===== src/rtl/dmem_dma_master.sv =====
// Block copy / block fill initiator for the data memory port.
// mem_busy marks port ownership; done pulses once per accepted command.
module dmem_dma_master #(
    parameter int Width     = 32,
    parameter int Depth     = 128,
    parameter int AD_Width  = 32,
    parameter int LEN_Width = 8
) (
    input  logic                 clk,
    input  logic                 Res,
    input  logic                 start,
    input  logic                 mode,
    input  logic [AD_Width-1:0]  src_addr,
    input  logic [AD_Width-1:0]  dst_addr,
    input  logic [LEN_Width-1:0] len,
    input  logic [Width-1:0]     fill_value,
    input  logic [Width-1:0]     RData,
    output logic [AD_Width-1:0]  Address,
    output logic [Width-1:0]     WData,
    output logic                 Wr_En,
    output logic                 mem_busy,
    output logic                 done,
    output logic                 err,
    output logic [LEN_Width-1:0] word_count,
    output logic [Width-1:0]     checksum
);

    typedef enum logic [2:0] {IDLE, RD, WR, FILL, FIN} state_t;

    localparam logic [AD_Width:0]   DEPTH_X = (AD_Width+1)'(Depth);
    localparam logic [AD_Width-1:0] ONE_AD  = 1;

    state_t               state_q, state_d;
    logic [AD_Width-1:0]  src_ptr, dst_ptr;
    logic [Width-1:0]     data_reg, fill_reg;
    logic [LEN_Width-1:0] len_reg;
    logic                 err_reg;

    logic [AD_Width:0]    src_end, dst_end;
    logic                 range_err;
    logic [LEN_Width:0]   wc_next;
    logic                 last_word;

    // End addresses are formed one bit wider so the check cannot wrap.
    assign src_end   = {1'b0, src_addr} + (AD_Width+1)'(len);
    assign dst_end   = {1'b0, dst_addr} + (AD_Width+1)'(len);
    assign range_err = (dst_end > DEPTH_X) || (!mode && (src_end > DEPTH_X));
    assign wc_next   = {1'b0, word_count} + {{LEN_Width{1'b0}}, 1'b1};
    assign last_word = (wc_next == {1'b0, len_reg});

    always_comb begin
        state_d = state_q;
        case (state_q)
            IDLE: begin
                if (start) begin
                    if (range_err || (len == '0)) state_d = FIN;
                    else if (mode)                state_d = FILL;
                    else                          state_d = RD;
                end
            end
            RD:      state_d = WR;
            WR:      state_d = last_word ? FIN : RD;
            FILL:    state_d = last_word ? FIN : FILL;
            FIN:     state_d = IDLE;
            default: state_d = IDLE;
        endcase
    end

    always_comb begin
        Address  = '0;
        WData    = '0;
        Wr_En    = 1'b0;
        mem_busy = (state_q != IDLE);
        done     = 1'b0;
        err      = 1'b0;
        case (state_q)
            RD: Address = src_ptr;
            WR: begin
                Address = dst_ptr;
                WData   = data_reg;
                Wr_En   = 1'b1;
            end
            FILL: begin
                Address = dst_ptr;
                WData   = fill_reg;
                Wr_En   = 1'b1;
            end
            FIN: begin
                done = 1'b1;
                err  = err_reg;
            end
            default: ;
        endcase
    end

    always_ff @(posedge clk) begin
        if (Res) begin
            state_q    <= IDLE;
            src_ptr    <= '0;
            dst_ptr    <= '0;
            data_reg   <= '0;
            fill_reg   <= '0;
            len_reg    <= '0;
            err_reg    <= 1'b0;
            word_count <= '0;
            checksum   <= '0;
        end else begin
            state_q <= state_d;
            case (state_q)
                IDLE: begin
                    if (start) begin
                        src_ptr    <= src_addr;
                        dst_ptr    <= dst_addr;
                        len_reg    <= len;
                        fill_reg   <= fill_value;
                        err_reg    <= range_err;
                        word_count <= '0;
                        checksum   <= '0;
                    end
                end
                RD: begin
                    data_reg <= RData;
                    src_ptr  <= src_ptr + ONE_AD;
                end
                WR: begin
                    dst_ptr    <= dst_ptr + ONE_AD;
                    word_count <= wc_next[LEN_Width-1:0];
                    checksum   <= checksum + data_reg;
                end
                FILL: begin
                    dst_ptr    <= dst_ptr + ONE_AD;
                    word_count <= wc_next[LEN_Width-1:0];
                    checksum   <= checksum + fill_reg;
                end
                default: ;
            endcase
        end
    end

endmodule


===== config.mk =====
export PLATFORM = sky130hd
export DESIGN_NAME = dmem_dma_master
export DESIGN_NICKNAME = d
export VERILOG_FILES = /design/src/rtl/dmem_dma_master.sv
export SDC_FILE = /design/constraint.sdc
export NUM_CORES = 1
export LEC_CHECK = 0
export BUFFER_PORTS_ARGS = -buffer_cell sky130_fd_sc_hd__buf_2
export CAP_MARGIN = 30
export CORE_ASPECT_RATIO = 0.5
export CORE_MARGIN = 3
export CORE_UTILIZATION = 26
export CTS_CLUSTER_SIZE = 24
export DETAILED_ROUTE_END_ITERATION = 16
export PLACE_DENSITY = 0.49
export SYNTH_ARGS = -nofsm -noshare
export SYNTH_HDL_FRONTEND = slang
export SYNTH_SLANG_ARGS = --single-unit

===== constraint.sdc =====
create_clock -name clk -period 12 [get_ports clk]
set_clock_uncertainty 0.2 [all_clocks]
set_input_delay 0.6 -clock clk [delete_from_list [all_inputs] [get_ports clk]]
set_output_delay 0.6 -clock clk [all_outputs]
set_load 0.1 [all_outputs]

==> out/metrics.yaml <==
start_util: 0.266
io-pin-count: 248
regToRegSetupSlack_ns: 7.02
drt_first_pass_iters: 8
max_freq_ghz: 0.201
crit_path_end_kind: "flop"
p_int_mw: 0.960
swShare: 0.304
final_cell_mix: "nand2_1 (278), buf_2 (246), a21oi_1 (188), dfxtp_1 (179), nor2_1 (177)"
path_class: "flop to flop"
outcome: "complete, no violations"
finalMaxSlewViolations: 0
portBuffers: 247
r2r_end: "checksum[31]"
dieArea_mm2: 0.0512
grt_pass1_vias: 12611
grt_pass1_wl_um: 73800
die_x_um: 317
path_cells: "nand2b_4 > inv_2 > nand2_1 > buf_4 > mux2_2 > ha_1 > a211oi_1 > o21ai_0 > and2_1 > a211oi_2 > a211oi_1 > o31ai_1 > nor2_1 > o311ai_0 > o31ai_1"
setup_viol: 0
ys_ff_latch: 180
min_period_ns: 4.98
final_layout_size_suffix_gt1_frac: 0.188
regArea_mm2: 0.00360
leakagePower_nw: 6.02
post_drt_via_cell_ratio: 5.22
holdWs_ns: 0.181
overflow: 0
cts.htree.levels: 4
diodes: 0
post-route-drc-count: 0
final_area_mm2: 0.0149
startpoint_type: "flop"
cts_root_buf: "clkbuf_16"
cp-endpoint: "checksum[31]"
ir_drop_uv: 78.0
slowest_stage: "nand2b_4"
finalCritPeriodShare: 0.415
routed_wl_um: 48200
reg2reg_from: "state_q[2]"
postSynthCellCount: 1712
routedLengthMet1_um: 21000
synthFlopType: "dfxtp_1"
power.density_mw_per_mm2: 92.6
yosysTopAreaCellShare: 0.287
route.met2.wl_um: 23800
nets: 2084
ys_types: 86
syn_nets: 1905
relSlewSlack: 0.419
cts_setup_buffers: 0
antenna_found_initial: 1
die_h_um: 161
power_mw: 1.38
multi_input_area_mm2: 0.00850
p_clk_frac: 0.393
ant_nets: 0
postPlaceCellArea_mm2: 0.0144
maxCapViolations: 0
syn_to_final_growth_pct: 18.6
synthTopCellsByArea: "dfxtp_1 (29%), nand2_1 (8.3%), a21oi_1 (7.5%)"
holdBufCountCts: 0
power_frac_comb: 0.140
clk-insertion-delay-late_ns: 0.45
gp_congestion: 0.918
core.rowCount: 56
tns_ns: 0
power.switching_mw: 0.419
grt_max_degree: 76
cts-buffers-inserted: 17
wl_met3_um: 2020
mostFrequentLayoutCell: "nand2_1"
vias: 13270
grt.total_usage: 0.183
critPathMaxFanout: 60
synth_area_mm2: 0.0126
dp_hpwl_um: 35000
top_layer_used: "met5"
hold_viol: 0
reg2reg_depth: 15
rsz0062_at_grt: "no"
yosysSeqAreaShare: 0.287
crit_required_ns: 12.12
min_path_type: "primary input to flop"
cts.sinks: 180
startpoint: "state_q[2]"
synth.largest_area_cell: "dfxtp_1"
cpPeakStageDelay_ns: 0.57
avgSynthCellArea_um2: 7.34
cts_resized: 0
path_clk_slew_ns: 0.07
worst_pin_slew_ns: 0.871
synth_edf_count: 0
fillCellCount: 5191
wl_per_cell_um: 19.0
drt-initial-drc-count: 957
cts_buffer_depth: 2
cts_tree: "done"
crit_arrival_ns: 5.11
async_flop_share: 0
yosysWarnings: 0
core_mm2: 0.0473
seqPwrFrac: 0.468
==> layout make-up <==
cell class,count,area share
Sequential cell,180,0.242
Inverter,30,0.00756
Clock inverter,13,0.00689
Timing Repair Buffer,260,0.0900
Multi-Input combinational cell,1402,0.570
Tap cell,638,0.0536
Clock buffer,19,0.0297
==> worst min-delay path by stage <==
stage,from,end,slack [ns],cells past startpoint
after global placement,data_reg[26],data_reg[26],0.26,2
after floorplan,data_reg[0],data_reg[0],0.25,2
after global routing,fill_value[7],fill_reg[7],0.17,3
after CTS,fill_value[23],fill_reg[23],0.16,3
after detailed placement,fill_reg[2],fill_reg[2],0.26,2
final,fill_value[4],fill_reg[4],0.18,3
==> worst max-delay path, delay by kind of cell, from the launching register on <==
family,cells,cell delay (ns)
muxes,1,0.41
adders and majority gates,1,0.29
and+or+nand+nor,4,0.95
buffers and inverters,2,0.47
AOI/OAI and AO/OA,7,2.06
DFF,1,0.44
==> logic make-up after synthesis <==
group	Yosys count	share of synthesized area
AND/OR/NAND/NOR	733	0.271
AO/OA/AOI/OAI	502	0.257
flip-flops	180	0.287
buffers and inverters	130	0.0391
multiplexers	75	0.0637
adder cells (fa/ha/maj)	53	0.0546
XOR/XNOR	39	0.0272
==> cell usage after synthesis (10+ instances only) <==
| cell type | count |
|---|---|
| o21ai_0 | 90 |
| nand2_1 | 279 |
| nor3b_1 | 10 |
| nand4_1 | 24 |
| mux2i_1 | 38 |
| nor3_1 | 53 |
| nor2_1 | 178 |
| xnor2_1 | 22 |
| a21oi_1 | 188 |
| nand3_1 | 74 |
| mux2_2 | 36 |
| a22oi_1 | 22 |
| nor4_1 | 16 |
| clkbuf_1 | 77 |
| and3_1 | 31 |
| ha_1 | 50 |
| buf_1 | 22 |
| a31oi_1 | 25 |
| inv_1 | 29 |
| a21o_1 | 26 |
| a211oi_1 | 13 |
| a22o_1 | 26 |
| a221oi_1 | 12 |
| xor2_1 | 17 |
| and4_1 | 10 |
| and2_1 | 11 |
| dfxtp_1 | 180 |
==> power groups by stage <==
stage,Sequential [mW],Clock (mW),Combinational (mW)
2_1_floorplan,0.649,0,0.115
3_3_place_gp,0.659,0,0.191
3_5_place_dp,0.659,0,0.191
4_1_cts,0.645,0.560,0.193
5_1_grt,0.649,0.580,0.213
6_report,0.645,0.541,0.193
==> per-stage QoR <==
stage / instances / util / worst slack [ns]
2_1_floorplan: 1712 / - / 7.44
3_3_place_gp: 2510 / 0.303 / 7.13
3_5_place_dp: 2510 / 0.303 / 7.02
4_1_cts: 2542 / 0.315 / 7.00
5_1_grt: 2542 / 0.315 / 6.54
6_report: 2542 / 0.315 / 7.02
==> metal layers <==
metal	vias up	global-route usage
met1	6268	0.224
met5	-	0
met4	2	0.0642
li1	6618	-
met3	65	0.0301
met2	317	0.322
No activity file was read; power rests on OpenSTA's default activity.
